$ cat config.mk
export PLATFORM = sky130hd
export DESIGN_NAME = ex_stage
export DESIGN_NICKNAME = d
export VERILOG_FILES = /design/src/rtl/ex_stage_pkg.sv /design/src/rtl/ex_stage_alu.sv /design/src/rtl/ex_stage.sv
export SDC_FILE = /design/constraint.sdc
export NUM_CORES = 1
export LEC_CHECK = 0
export CORE_ASPECT_RATIO = 1.5
export CORE_UTILIZATION = 25
export CTS_CLUSTER_SIZE = 24
export DETAILED_ROUTE_END_ITERATION = 10
export PLACE_DENSITY_LB_ADDON = 0.1
export SETUP_SLACK_MARGIN = 0.15
export SLEW_MARGIN = 20
export SYNTH_ARGS = -nofsm -noshare
export SYNTH_HDL_FRONTEND = slang
export SYNTH_SLANG_ARGS = --single-unit
export TNS_END_PERCENT = 5
$ cat constraint.sdc
create_clock -name clk -period 11.65 [get_ports clk]
set_clock_uncertainty 0.1 [all_clocks]
set_input_delay 1.165 -clock clk [delete_from_list [all_inputs] [get_ports clk]]
set_output_delay 1.165 -clock clk [all_outputs]
set_load 0.02 [all_outputs]
$ cat src/rtl/ex_stage_pkg.sv
// Shared MIPS pipeline constants: ALU opcodes, forwarding selects and EX control bundle.
package ex_stage_pkg;

   localparam logic [2:0] ALU_AND = 3'b000;
   localparam logic [2:0] ALU_OR  = 3'b001;
   localparam logic [2:0] ALU_ADD = 3'b010;
   localparam logic [2:0] ALU_SUB = 3'b110;
   localparam logic [2:0] ALU_SLT = 3'b111;

   // 11 is a legal but redundant encoding that also selects the register file.
   localparam logic [1:0] FWD_RF     = 2'b00;
   localparam logic [1:0] FWD_WB     = 2'b01;
   localparam logic [1:0] FWD_MEM    = 2'b10;
   localparam logic [1:0] FWD_RF_ALT = 2'b11;

   typedef struct packed {
      logic       regwrite;
      logic       memtoreg;
      logic       memwrite;
      logic       alusrc;
      logic       regdst;
      logic [2:0] alucontrol;
   } ex_ctrl_t;

   typedef struct packed {
      logic regwrite;
      logic memtoreg;
      logic memwrite;
   } mem_ctrl_t;

endpackage

$ cat src/rtl/ex_stage_alu.sv
// Purely combinational MIPS ALU; unused opcodes yield zero, arithmetic wraps.
module alu
   import ex_stage_pkg::*;
#(
   parameter int WIDTH = 32
) (
   input  logic [WIDTH-1:0] a,
   input  logic [WIDTH-1:0] b,
   input  logic [2:0]       alucontrol,
   output logic [WIDTH-1:0] y
);

   always_comb begin
      y = '0;
      case (alucontrol)
         ALU_AND: y = a & b;
         ALU_OR:  y = a | b;
         ALU_ADD: y = a + b;
         ALU_SUB: y = a - b;
         ALU_SLT: y = {{(WIDTH-1){1'b0}}, ($signed(a) < $signed(b))};
         default: y = '0;
      endcase
   end

endmodule

$ cat src/rtl/ex_stage.sv
// MIPS execute stage: ID/EX register, operand forwarding, ALU and EX/MEM register.
module ex_stage
   import ex_stage_pkg::*;
#(
   parameter int WIDTH = 32
) (
   input  logic             clk,
   input  logic             reset,
   input  logic             flush_e,
   input  logic [WIDTH-1:0] rd1_d,
   input  logic [WIDTH-1:0] rd2_d,
   input  logic [4:0]       rs_d,
   input  logic [4:0]       rt_d,
   input  logic [4:0]       rd_d,
   input  logic [WIDTH-1:0] signimm_d,
   input  logic             regwrite_d,
   input  logic             memtoreg_d,
   input  logic             memwrite_d,
   input  logic             alusrc_d,
   input  logic             regdst_d,
   input  logic [2:0]       alucontrol_d,
   input  logic [1:0]       forward_a,
   input  logic [1:0]       forward_b,
   input  logic [WIDTH-1:0] result_w,
   output logic [4:0]       rs_e,
   output logic [4:0]       rt_e,
   output logic [4:0]       writereg_e,
   output logic             regwrite_e,
   output logic             memtoreg_e,
   output logic             regwrite_m,
   output logic             memtoreg_m,
   output logic             memwrite_m,
   output logic [4:0]       writereg_m,
   output logic [WIDTH-1:0] aluout_m,
   output logic [WIDTH-1:0] writedata_m
);

   logic [WIDTH-1:0] rd1_e_q, rd1_e_d;
   logic [WIDTH-1:0] rd2_e_q, rd2_e_d;
   logic [WIDTH-1:0] imm_e_q, imm_e_d;
   logic [4:0]       rs_e_q, rs_e_d;
   logic [4:0]       rt_e_q, rt_e_d;
   logic [4:0]       rd_e_q, rd_e_d;
   ex_ctrl_t         ctrl_e_q, ctrl_e_d;

   logic [WIDTH-1:0] aluout_m_q, aluout_m_d;
   logic [WIDTH-1:0] writedata_m_q, writedata_m_d;
   logic [4:0]       writereg_m_q, writereg_m_d;
   mem_ctrl_t        ctrl_m_q, ctrl_m_d;

   logic [WIDTH-1:0] srca_e, srcb_e, writedata_e, aluresult_e;
   logic [4:0]       writereg_e_int;

   function automatic logic [WIDTH-1:0] fwd_mux(
      input logic [1:0]       sel,
      input logic [WIDTH-1:0] from_rf,
      input logic [WIDTH-1:0] from_wb,
      input logic [WIDTH-1:0] from_mem
   );
      case (sel)
         FWD_WB:  return from_wb;
         FWD_MEM: return from_mem;
         default: return from_rf;
      endcase
   endfunction

   // A flush loads an all-zero bubble, which is a harmless AND into r0.
   always_comb begin
      rd1_e_d  = rd1_d;
      rd2_e_d  = rd2_d;
      imm_e_d  = signimm_d;
      rs_e_d   = rs_d;
      rt_e_d   = rt_d;
      rd_e_d   = rd_d;
      ctrl_e_d = '{regwrite: regwrite_d, memtoreg: memtoreg_d, memwrite: memwrite_d,
                   alusrc: alusrc_d, regdst: regdst_d, alucontrol: alucontrol_d};
      if (flush_e) begin
         rd1_e_d  = '0;
         rd2_e_d  = '0;
         imm_e_d  = '0;
         rs_e_d   = '0;
         rt_e_d   = '0;
         rd_e_d   = '0;
         ctrl_e_d = '0;
      end
   end

   // aluout_m_q is the pre-edge value, so a dependent back-to-back op needs no stall.
   always_comb begin
      srca_e         = fwd_mux(forward_a, rd1_e_q, result_w, aluout_m_q);
      writedata_e    = fwd_mux(forward_b, rd2_e_q, result_w, aluout_m_q);
      srcb_e         = ctrl_e_q.alusrc ? imm_e_q : writedata_e;
      writereg_e_int = ctrl_e_q.regdst ? rd_e_q : rt_e_q;
   end

   alu #(.WIDTH(WIDTH)) u_alu (
      .a          (srca_e),
      .b          (srcb_e),
      .alucontrol (ctrl_e_q.alucontrol),
      .y          (aluresult_e)
   );

   always_comb begin
      aluout_m_d    = aluresult_e;
      writedata_m_d = writedata_e;
      writereg_m_d  = writereg_e_int;
      ctrl_m_d      = '{regwrite: ctrl_e_q.regwrite, memtoreg: ctrl_e_q.memtoreg,
                        memwrite: ctrl_e_q.memwrite};
   end

   always_ff @(posedge clk) begin
      if (reset) begin
         rd1_e_q       <= '0;
         rd2_e_q       <= '0;
         imm_e_q       <= '0;
         rs_e_q        <= '0;
         rt_e_q        <= '0;
         rd_e_q        <= '0;
         ctrl_e_q      <= '0;
         aluout_m_q    <= '0;
         writedata_m_q <= '0;
         writereg_m_q  <= '0;
         ctrl_m_q      <= '0;
      end else begin
         rd1_e_q       <= rd1_e_d;
         rd2_e_q       <= rd2_e_d;
         imm_e_q       <= imm_e_d;
         rs_e_q        <= rs_e_d;
         rt_e_q        <= rt_e_d;
         rd_e_q        <= rd_e_d;
         ctrl_e_q      <= ctrl_e_d;
         aluout_m_q    <= aluout_m_d;
         writedata_m_q <= writedata_m_d;
         writereg_m_q  <= writereg_m_d;
         ctrl_m_q      <= ctrl_m_d;
      end
   end

   assign rs_e        = rs_e_q;
   assign rt_e        = rt_e_q;
   assign writereg_e  = writereg_e_int;
   assign regwrite_e  = ctrl_e_q.regwrite;
   assign memtoreg_e  = ctrl_e_q.memtoreg;
   assign regwrite_m  = ctrl_m_q.regwrite;
   assign memtoreg_m  = ctrl_m_q.memtoreg;
   assign memwrite_m  = ctrl_m_q.memwrite;
   assign writereg_m  = writereg_m_q;
   assign aluout_m    = aluout_m_q;
   assign writedata_m = writedata_m_q;

endmodule

==> metrics.txt, run 1 <==
# TYPE chip_impl_metric gauge
chip_impl_metric{name="hold_viol_final",unit=""} 0
chip_impl_metric{name="avg_synthesized_cell_area",unit="um^2"} 7.85
chip_impl_metric{name="number_of_antenna_violations_at_the_first_check_in_global_routing",unit=""} 3
chip_impl_metric{name="yosysUniqueCellTypes",unit=""} 66
chip_impl_metric{name="fin_setup_tns",unit="ns"} 0
chip_impl_metric{name="crit_fanout",unit=""} 64
chip_impl_metric{name="nets",unit=""} 1882
chip_impl_info{name="hold_path.class",value="reg -> reg"} 1
chip_impl_metric{name="cts_made_buffers",unit=""} 17
chip_impl_info{name="worstSetupPathType",value="in -> reg"} 1
chip_impl_metric{name="layout-area-overhead-vs-synth",unit="%"} 32.1
chip_impl_metric{name="initial_core_utilization",unit="%"} 25.5
chip_impl_metric{name="vias",unit=""} 10808
chip_impl_metric{name="fp.dieH",unit="um"} 262
chip_impl_info{name="worst_path_most_repeated_cell",value="a21oi_1"} 1
chip_impl_metric{name="path_buf_inv",unit=""} 3
chip_impl_info{name="cpMaxStageDelayCell",value="buf_4"} 1
chip_impl_metric{name="period_share",unit="%"} 52.1
chip_impl_metric{name="grt_pass1_wl",unit="um"} 69400
chip_impl_info{name="synth.area.top_cells",value="dfxtp_1 (34%), ha_1 (11%), and2_1 (6.7%)"} 1
chip_impl_metric{name="final_cell_count_no_fill",unit=""} 2208
chip_impl_metric{name="maxSlewViolCount",unit=""} 0
chip_impl_metric{name="drive_gt1_share",unit="%"} 3.74
chip_impl_metric{name="syn-num-nets",unit=""} 1694
chip_impl_metric{name="max_freq",unit="GHz"} 0.165
chip_impl_metric{name="synth_warnings",unit=""} 0
chip_impl_info{name="cp_cell_sequence",value="clkdlybuf4s50_1 > inv_1 > ha_2 > buf_4 > nor2_1 > a21oi_1 > o21ai_0 > ha_1 > fa_1 > a21o_1 > and4_4 > o31a_1 > o21ba_2 > a311o_1 > a2111oi_1 > a21oi_1 > xnor2_1 > o22ai_1"} 1
chip_impl_metric{name="number_of_flops_mapped_to_enable_cells_by_yosys",unit=""} 0
chip_impl_metric{name="netlist.area_leader.share",unit="%"} 34.1
chip_impl_metric{name="drc",unit=""} 0
chip_impl_metric{name="dieWidth",unit="um"} 175
chip_impl_metric{name="route.detailed.wl_per_inst",unit="um"} 21.0
chip_impl_metric{name="grt_overflow",unit=""} 0
chip_impl_info{name="ys_dominant_reg_cell",value="dfxtp_1"} 1
chip_impl_metric{name="ctsHoldBuffers",unit=""} 0
chip_impl_info{name="clockRootBuffer",value="clkbuf_16"} 1
chip_impl_metric{name="clock_sinks",unit=""} 191
chip_impl_metric{name="num_rows",unit=""} 94
chip_impl_metric{name="synth_area",unit="mm^2"} 0.0112
chip_impl_metric{name="first_global_vias",unit=""} 11005
chip_impl_metric{name="final_min_period",unit="ns"} 6.07
chip_impl_metric{name="pre_cts_ws",unit="ns"} 5.17
chip_impl_metric{name="post_cts_setup_inserts",unit=""} 0
chip_impl_metric{name="cts.clk_slew.worst_paths",unit="ns"} 0.08
chip_impl_info{name="status",value="finished clean"} 1
chip_impl_metric{name="dr.first_iter.drc_count",unit=""} 539
chip_impl_metric{name="post_cts.resized_instances",unit=""} 0
chip_impl_metric{name="synthesized_instance_count",unit=""} 1431
chip_impl_info{name="end_kind",value="register"} 1
chip_impl_metric{name="max_cap_viol_count",unit=""} 0
chip_impl_metric{name="timing.slew.headroom",unit="%"} 33.9
chip_impl_metric{name="yosys_register_bits",unit=""} 191
chip_impl_metric{name="place.port_buffers",unit=""} 246
chip_impl_metric{name="gp_routability_congestion",unit=""} 0.916
chip_impl_metric{name="routed_via_density",unit=""} 4.89
chip_impl_info{name="yosys.cell_count.top_type",value="dfxtp_1"} 1
chip_impl_metric{name="cts_max_level",unit=""} 4
chip_impl_metric{name="worst-endpoint-arrival",unit="ns"} 6.28
chip_impl_metric{name="wl",unit="um"} 46300
chip_impl_metric{name="firstDrtPassIters",unit=""} 5
chip_impl_metric{name="dp_hpwl",unit="um"} 36100
chip_impl_info{name="synth_top_cell_by_area",value="dfxtp_1"} 1
chip_impl_metric{name="required_time_worst_endpoint",unit="ns"} 11.86
chip_impl_metric{name="number_of_placed_instances_taps_included",unit=""} 2176
chip_impl_metric{name="finalSetupViolations",unit=""} 0
chip_impl_metric{name="cts-root-to-sink-buffers",unit=""} 2
chip_impl_metric{name="synth.yosys.seq_area_share",unit="%"} 34.1
chip_impl_info{name="critical-path-top-delay-family",value="compound AO/OA/AOI/OAI gates"} 1
chip_impl_info{name="tritoncts",value="done"} 1
chip_impl_metric{name="power_per_cell_area",unit="mW/mm^2"} 121
chip_impl_metric{name="slowest_delay",unit="ns"} 0.54
chip_impl_metric{name="finalWorstSetupSlack",unit="ns"} 5.58
chip_impl_metric{name="largest_net_degree_at_the_start_of_global_routing",unit=""} 105
chip_impl_metric{name="grt_util_all_layers",unit="%"} 20.3
chip_impl_metric{name="io_pins",unit=""} 247
chip_impl_info{name="rsz0062_at_grt",value="no"} 1
chip_impl_metric{name="core",unit="mm^2"} 0.0441
chip_impl_metric{name="die_area",unit="mm^2"} 0.0458
chip_impl_metric{name="ir_drop",unit="V"} 0.0000753
chip_impl_metric{name="proportion_of_synthesized_flip_flops_having_asynchronous_set_or_reset",unit="%"} 0
chip_impl_metric{name="leakage",unit="nW"} 5.72
chip_impl_metric{name="worst_max_slew_pin_slew",unit="ns"} 0.986
chip_impl_metric{name="clk_latency",unit="ns"} 0.46
chip_impl_metric{name="ant_nets",unit=""} 0
chip_impl_info{name="cp-start-kind",value="primary input"} 1
chip_impl_info{name="synth_commonest_cells",value="dfxtp_1 (191), nor2_1 (166), a21oi_1 (124), and2_1 (120), nand2_1 (111)"} 1
## sequential cells by signal, indices dropped and copies added (netlist names), 5 cells and up
| name | cells |
|---|---|
| ctrl_e_q | 6 |
| aluout_m | 32 |
| rs_e | 5 |
| rd1_e_q | 32 |
| writereg_m | 5 |
| rt_e | 5 |
| rd2_e_q | 32 |
| writedata_m | 32 |
| imm_e_q | 32 |
| rd_e_q | 5 |
## where the power goes
group	internal, mW	total (mW)	switching (mW)	leakage [nW]
combinational	0.185	0.461	0.276	3.86
clock	0.350	0.644	0.294	0.301
sequential	0.678	0.692	0.0139	1.56
total	1.21	1.80	0.584	5.72
## worst reg2reg max path, delay by kind of cell, from the launching register on
kind | cells | cell delay [ns]
compound gates | 8 | 2.37
fa+ha+maj | 2 | 0.85
buf+inv | 1 | 0.50
flops | 1 | 0.31
simple gates | 1 | 0.20
xor+xnor | 1 | 0.19
## final cells by class
class	instances	area, um^2
fillers	4700	29300
clock buffers	19	443
multi-input cells	1048	6710
repair buffers	259	2570
flip-flops and latches	191	3820
inverters	102	383
diodes	1	2.50
well taps	576	721
clock inverters	12	176
## layer usage
layer  vias to the layer above  track usage, %  wire (um)
met5                         -               0         25
met4                         4            6.71       1080
met3                        53            5.14       2840
met2                       338            34.8      22600
met1                      5130            24.4      19800
li1                       5283               -          -
## kinds of logic (layout without fill, tap and decap cells)
logic type	count (synthesis)	in the layout	synth area share (%)
buffers and inverters	192	392	6.48
adders and majority gates	105	105	11.8
DFF	191	191	34.1
AOI/OAI and AO/OA	426	426	24.2
muxes	7	7	0.680
and+or+nand+nor	482	482	20.6
xor gates and xnor gates	28	28	2.18
other	0	1	0
## layout by cell type, fill, tap and decap left out, types with 12 or more instances in the layout
cell type        count
ha_1               101
and2_1             120
buf_4               12
clkdlybuf4s50_1    245
a221oi_1            15
o21ai_0             87
dfxtp_1            190
nor2_1             165
nor2b_1             18
o21a_1              20
a21oi_1            124
xnor2_1             26
a22oi_1             67
nand2_1            111
a21o_1              15
clkbuf_16           17
inv_1              102
o22ai_1             17
nor3_1              17
## per-stage QoR
| step | instance area (um^2) | util (%) | power, mW | hold slack, ns |
|---|---|---|---|---|
| 2_1_floorplan | 11200 | - | 0.978 | 0.314 |
| 3_3_place_gp | 14200 | 32.2 | 1.17 | 0.332 |
| 3_5_place_dp | 14200 | 32.2 | 1.16 | 0.349 |
| 4_1_cts | 14800 | 33.6 | 1.81 | 0.364 |
| 5_1_grt | 14800 | 33.6 | 1.88 | 0.379 |
| 6_report | 14800 | 33.6 | 1.80 | 0.360 |
## final timing paths
path | start | to | slack, ns | depth (start not counted)
worst min register to register | ctrl_e_q[5] | memwrite_m | 0.36 | 1
worst min-delay path | ctrl_e_q[5] | memwrite_m | 0.36 | 1
worst max register to register | ctrl_e_q[4] | aluout_m[24] | 6.99 | 13
worst max-delay path | forward_b[0] | aluout_m[24] | 5.58 | 18
Power figures use the tool's default switching activity.
==> inputs of run 2 (changes only) <==
==> constraint.sdc (replaced) <==
create_clock -name clk -period 6.1 [get_ports clk]
set_clock_uncertainty 0.1 [all_clocks]
set_input_delay 0.61 -clock clk [delete_from_list [all_inputs] [get_ports clk]]
set_output_delay 0.61 -clock clk [all_outputs]
set_load 0.02 [all_outputs]
==> metrics.txt, run 2 (synthesis results as in run 1) <==
# TYPE chip_impl_metric gauge
chip_impl_metric{name="cts_made_buffers",unit=""} 17
chip_impl_metric{name="pwr-share-comb",unit="%"} 26.6
chip_impl_metric{name="post_cts_setup_inserts",unit=""} 0
chip_impl_info{name="critPathLaunch",value="forward_b[0]"} 1
chip_impl_metric{name="worst_r2r_path_depth",unit=""} 13
chip_impl_metric{name="ir_drop",unit="V"} 0.000139
chip_impl_info{name="rsz0062_at_grt",value="no"} 1
chip_impl_metric{name="max_freq",unit="GHz"} 0.182
chip_impl_metric{name="hold_viol_final",unit=""} 0
chip_impl_metric{name="clock_sinks",unit=""} 191
chip_impl_metric{name="initial_core_utilization",unit="%"} 25.5
chip_impl_metric{name="layout-area-overhead-vs-synth",unit="%"} 33.9
chip_impl_info{name="cpMaxStageDelayCell",value="ha_2"} 1
chip_impl_info{name="worstSetupPathType",value="in -> reg"} 1
chip_impl_metric{name="worst-endpoint-arrival",unit="ns"} 5.72
chip_impl_metric{name="total_placed_instance_area",unit="mm^2"} 0.0144
chip_impl_metric{name="wl",unit="um"} 46800
chip_impl_metric{name="drc",unit=""} 0
chip_impl_metric{name="gp_routability_congestion",unit=""} 0.907
chip_impl_metric{name="worst_max_slew_pin_slew",unit="ns"} 1.13
chip_impl_metric{name="route.detailed.wl_per_inst",unit="um"} 20.9
chip_impl_metric{name="final_min_period",unit="ns"} 5.48
chip_impl_metric{name="final_core_area_utilization",unit="%"} 34.1
chip_impl_metric{name="dieWidth",unit="um"} 175
chip_impl_metric{name="drive_gt1_share",unit="%"} 5.60
chip_impl_metric{name="power.sequential.fraction",unit="%"} 39.0
chip_impl_metric{name="cts_max_level",unit=""} 4
chip_impl_info{name="regToRegEndpoint",value="aluout_m[0]"} 1
chip_impl_metric{name="core",unit="mm^2"} 0.0441
chip_impl_metric{name="period_share",unit="%"} 89.8
chip_impl_metric{name="clockPowerShare",unit="%"} 34.4
chip_impl_metric{name="largest_net_degree_at_the_start_of_global_routing",unit=""} 64
chip_impl_metric{name="grt_util_all_layers",unit="%"} 20.3
chip_impl_metric{name="design_power_total",unit="mW"} 3.39
chip_impl_metric{name="dr.first_iter.drc_count",unit=""} 568
chip_impl_metric{name="dp_hpwl",unit="um"} 37000
chip_impl_metric{name="io_pins",unit=""} 247
chip_impl_metric{name="fin_setup_tns",unit="ns"} 0
chip_impl_metric{name="cts.clk_slew.worst_paths",unit="ns"} 0.08
chip_impl_metric{name="num_rows",unit=""} 94
chip_impl_metric{name="die_area",unit="mm^2"} 0.0458
chip_impl_metric{name="number_of_antenna_violations_at_the_first_check_in_global_routing",unit=""} 9
chip_impl_metric{name="max_cap_viol_count",unit=""} 0
chip_impl_metric{name="vias",unit=""} 10861
chip_impl_metric{name="grt_overflow",unit=""} 0
chip_impl_metric{name="internal_power",unit="mW"} 2.26
chip_impl_info{name="crit_path_end",value="aluout_m[0]"} 1
chip_impl_info{name="crit-reg2reg-launch",value="ctrl_e_q[4]"} 1
chip_impl_metric{name="post_cts.resized_instances",unit=""} 0
chip_impl_info{name="end_kind",value="register"} 1
chip_impl_metric{name="finalSetupViolations",unit=""} 0
chip_impl_metric{name="timing.reg2reg.setup_slack",unit="ns"} 1.50
chip_impl_metric{name="power.switching_fraction",unit="%"} 33.5
chip_impl_metric{name="firstDrtPassIters",unit=""} 5
chip_impl_metric{name="clk_latency",unit="ns"} 0.45
chip_impl_metric{name="power_per_cell_area",unit="mW/mm^2"} 226
chip_impl_metric{name="leakage",unit="nW"} 5.86
chip_impl_metric{name="postLayoutCellArea",unit="mm^2"} 0.0150
chip_impl_info{name="cp_cell_sequence",value="clkdlybuf4s50_1 > inv_1 > ha_2 > a21oi_1 > o21ai_0 > ha_1 > inv_1 > fa_1 > nor2b_1 > o21ai_0 > a21oi_1 > o211ai_1 > a21oi_2 > a221o_1 > a21oi_1 > nor4_1 > o21ai_0"} 1
chip_impl_info{name="clockRootBuffer",value="clkbuf_16"} 1
chip_impl_metric{name="required_time_worst_endpoint",unit="ns"} 6.34
chip_impl_metric{name="timing.slew.headroom",unit="%"} 24.3
chip_impl_info{name="status",value="finished clean"} 1
chip_impl_metric{name="cts-root-to-sink-buffers",unit=""} 2
chip_impl_metric{name="ant_nets",unit=""} 0
chip_impl_metric{name="grt_pass1_wl",unit="um"} 69600
chip_impl_metric{name="nets",unit=""} 1912
chip_impl_metric{name="ctsHoldBuffers",unit=""} 0
chip_impl_info{name="final_cell_mix",value="clkdlybuf4s50_1 (245), dfxtp_1 (190), nor2_1 (165)"} 1
chip_impl_metric{name="fp.dieH",unit="um"} 262
chip_impl_metric{name="first_global_vias",unit=""} 11100
chip_impl_metric{name="slowest_delay",unit="ns"} 0.72
chip_impl_metric{name="place.port_buffers",unit=""} 246
chip_impl_info{name="tritoncts",value="done"} 1
chip_impl_info{name="cp-start-kind",value="primary input"} 1
chip_impl_info{name="final_common_cell",value="clkdlybuf4s50_1"} 1
chip_impl_info{name="hold_path.class",value="reg -> reg"} 1
chip_impl_metric{name="maxSlewViolCount",unit=""} 0
chip_impl_metric{name="p_switching",unit="mW"} 1.14
chip_impl_metric{name="crit_fanout",unit=""} 33
chip_impl_metric{name="routed_via_density",unit=""} 4.84
run 2: worst max-delay path, delay by kind of cell:
family / cells / cell delay [ns]
compound gates: 9 / 2.64
fa+ha+maj: 3 / 1.41
buf+inv: 3 / 0.73
simple gates: 2 / 0.30
run 2: final cells by class:
class | count | area (um^2)
antenna | 4 | 10.0
clock buffer | 17 | 425
clock inverter | 15 | 173
fill | 4758 | 29100
inverter | 102 | 383
multi-input combinational | 1048 | 6710
sequential | 191 | 3820
tap | 576 | 721
timing repair buffer | 289 | 2790
run 2: through the flow:
stage               worst slack [ns]  hold WS [ns]  cells
finish                         0.620         0.354   2242
CTS                            0.570         0.357   2237
global placement               0.160         0.331   2205
detailed placement             0.121         0.329   2205
global route                   0.252         0.384   2241
floorplan                       1.49         0.314   1431
run 2: per-layer routing:
metal,up-vias,GRT usage (%),share of wire (%)
met4,12,7.78,2.9
met2,342,34.7,48
met3,66,4.85,6.7
met1,5097,24.6,42
met5,-,0,0.15
li1,5344,-,-
run 2: worst min path at each step:
stage / from / to / slack, ns / cells after the start
2_1_floorplan: ctrl_e_q[5] / memwrite_m / 0.31 / 1
3_3_place_gp: ctrl_e_q[5] / memwrite_m / 0.33 / 1
3_5_place_dp: ctrl_e_q[5] / memwrite_m / 0.33 / 1
4_1_cts: ctrl_e_q[5] / memwrite_m / 0.36 / 1
5_1_grt: memtoreg_e / memtoreg_m / 0.38 / 1
6_report: ctrl_e_q[5] / memwrite_m / 0.35 / 1
run 2: power by group through the flow:
stage | combinational (mW) | clock (mW) | sequential (mW)
final | 0.903 | 1.17 | 1.32
after global routing | 0.988 | 1.24 | 1.33
after CTS | 0.903 | 1.20 | 1.32
after detailed placement | 0.897 | 0 | 1.35
after global placement | 0.902 | 0 | 1.35
after floorplan | 0.503 | 0 | 1.36
==> inputs of run 3 (changes only) <==
==> constraint.sdc (replaced) <==
create_clock -name clk -period 4.5 [get_ports clk]
set_clock_uncertainty 0.1 [all_clocks]
set_input_delay 0.45 -clock clk [delete_from_list [all_inputs] [get_ports clk]]
set_output_delay 0.45 -clock clk [all_outputs]
set_load 0.02 [all_outputs]
==> metrics.txt, run 3 (synthesis results as in run 1) <==
# TYPE chip_impl_metric gauge
chip_impl_metric{name="vias",unit=""} 11817
chip_impl_info{name="final_cell_mix",value="buf_4 (319), clkdlybuf4s50_1 (243), dfxtp_1 (190)"} 1
chip_impl_metric{name="worst-endpoint-arrival",unit="ns"} 4.45
chip_impl_metric{name="groute.layer.met2.usage",unit="%"} 36.6
chip_impl_metric{name="firstDrtPassIters",unit=""} 5
chip_impl_metric{name="ant_nets",unit=""} 0
chip_impl_metric{name="cts_max_level",unit=""} 4
chip_impl_metric{name="number_of_antenna_violations_at_the_first_check_in_global_routing",unit=""} 4
chip_impl_metric{name="cts-root-to-sink-buffers",unit=""} 2
chip_impl_metric{name="timing.slew.headroom",unit="%"} 44.0
chip_impl_metric{name="gr_met3_demand_resource",unit="%"} 4.38
chip_impl_info{name="worstSetupPathType",value="in -> reg"} 1
chip_impl_metric{name="grt_pass1_wl",unit="um"} 72400
chip_impl_metric{name="max_freq",unit="GHz"} 0.237
chip_impl_metric{name="num_rows",unit=""} 94
chip_impl_info{name="cp-start-kind",value="primary input"} 1
chip_impl_info{name="status",value="finished clean"} 1
chip_impl_metric{name="fill_cells",unit=""} 4548
chip_impl_metric{name="crit_fanout",unit=""} 17
chip_impl_metric{name="ctsHoldBuffers",unit=""} 0
chip_impl_metric{name="grt_overflow",unit=""} 0
chip_impl_metric{name="period_share",unit="%"} 93.7
chip_impl_info{name="hold_path.class",value="reg -> reg"} 1
chip_impl_metric{name="grt_util_all_layers",unit="%"} 21.2
chip_impl_metric{name="dp_hpwl",unit="um"} 39600
chip_impl_info{name="final_common_cell",value="buf_4"} 1
chip_impl_metric{name="cts_made_buffers",unit=""} 17
chip_impl_info{name="top_usage_layer",value="met2"} 1
chip_impl_metric{name="power_per_cell_area",unit="mW/mm^2"} 287
chip_impl_info{name="tritoncts",value="done"} 1
chip_impl_metric{name="wl",unit="um"} 48700
chip_impl_metric{name="cts.clk_slew.worst_paths",unit="ns"} 0.09
chip_impl_metric{name="gp_routability_congestion",unit=""} 0.933
chip_impl_metric{name="clk_latency",unit="ns"} 0.46
chip_impl_metric{name="leakage",unit="nW"} 7.32
chip_impl_metric{name="finalSetupViolations",unit=""} 0
chip_impl_info{name="rsz0062_at_grt",value="yes"} 1
chip_impl_metric{name="required_time_worst_endpoint",unit="ns"} 4.74
chip_impl_metric{name="final_min_period",unit="ns"} 4.22
chip_impl_info{name="clockRootBuffer",value="clkbuf_16"} 1
chip_impl_metric{name="io_pins",unit=""} 247
chip_impl_metric{name="largest_net_degree_at_the_start_of_global_routing",unit=""} 97
chip_impl_metric{name="layout-area-overhead-vs-synth",unit="%"} 55.3
chip_impl_metric{name="dr.first_iter.drc_count",unit=""} 588
chip_impl_metric{name="maxSlewViolCount",unit=""} 0
chip_impl_info{name="end_kind",value="register"} 1
chip_impl_metric{name="routed_via_density",unit=""} 4.68
chip_impl_metric{name="first_global_vias",unit=""} 12126
chip_impl_metric{name="core",unit="mm^2"} 0.0441
chip_impl_metric{name="die_area",unit="mm^2"} 0.0458
chip_impl_metric{name="dieWidth",unit="um"} 175
chip_impl_metric{name="final_cell_count_no_fill",unit=""} 2525
chip_impl_metric{name="drive_gt1_share",unit="%"} 21.0
chip_impl_metric{name="nets",unit=""} 2196
chip_impl_metric{name="worst_max_slew_pin_slew",unit="ns"} 0.836
chip_impl_metric{name="grtUsageMet1",unit="%"} 25.5
chip_impl_metric{name="drc",unit=""} 0
chip_impl_metric{name="route.detailed.wl_per_inst",unit="um"} 19.3
chip_impl_metric{name="initial_core_utilization",unit="%"} 25.5
chip_impl_metric{name="ir_drop",unit="V"} 0.000166
chip_impl_metric{name="final_core_area_utilization",unit="%"} 39.5
chip_impl_metric{name="place.port_buffers",unit=""} 246
chip_impl_metric{name="hold_viol_final",unit=""} 0
chip_impl_metric{name="number_of_placed_instances_taps_included",unit=""} 2485
chip_impl_metric{name="max_cap_viol_count",unit=""} 0
chip_impl_metric{name="clock_sinks",unit=""} 191
chip_impl_metric{name="fp.dieH",unit="um"} 262
run 3: repair_timing:
item | in CTS | in global routing
endpoints found under the setup margin | 11 | 21
setup buffers | 1 | 3
gates resized for setup | 11 | 40
pin swaps | 3 | 8
cloned | 0 | 0
run 3: cell type report:
type,instances,area [um^2],area share [%]
multi-input cells,1048,6870,39.4
repair buffers,573,5020,28.8
flip-flops and latches,191,3820,21.9
well taps,576,721,4.13
clock buffers,19,443,2.54
inverters,102,383,2.20
clock inverters,13,175,1.00
diodes,3,7.51,0.0431
run 3: per-layer routing:
layer	wire (um)	vias to the layer above
met4	1560	4
li1	-	5918
met3	2590	68
met1	20800	5503
met2	23700	324
met5	27	-
run 3: worst paths after layout:
path | cells after the start | endpoint | startpoint | slack (ns)
max reg2reg | 15 | aluout_m[24] | aluout_m[1] | 0.61
max | 17 | aluout_m[24] | forward_a[1] | 0.28
min | 1 | memwrite_m | ctrl_e_q[5] | 0.36
min reg2reg | 1 | memwrite_m | ctrl_e_q[5] | 0.36
run 3: metrics by stage:
stage,hold slack [ns],setup slack (ns),instance area [um^2],total power [mW],setup TNS (ns)
finish,0.359,0.285,17400,5.01,0
floorplan,0.314,0.252,11200,2.53,0
CTS,0.365,0.121,17200,5.03,0
global route,0.375,0.127,17400,5.27,0
detailed placement,0.356,-0.546,16600,3.38,-7.63
global placement,0.341,-0.545,16600,3.38,-6.84
run 3: critical path: stages:
cell             delay, ns
clkdlybuf4s50_1       0.48
buf_4                 0.11
ha_2                  0.30
buf_12                0.17
buf_4                 0.15
o21ai_0               0.36
ha_1                  0.34
buf_4                 0.16
o21ai_0               0.07
o21bai_1              0.14
or2_2                 0.32
o21ba_4               0.23
a311o_1               0.44
a2111oi_2             0.39
a21oi_1               0.09
xnor2_1               0.15
o22ai_1               0.09
run 3: power by group:
part           internal (mW)  total (mW)  switching, mW  leakage (nW)
clock network          0.858        1.63          0.768         0.291
logic                  0.788        1.59          0.800          5.46
registers               1.76        1.79         0.0373          1.56
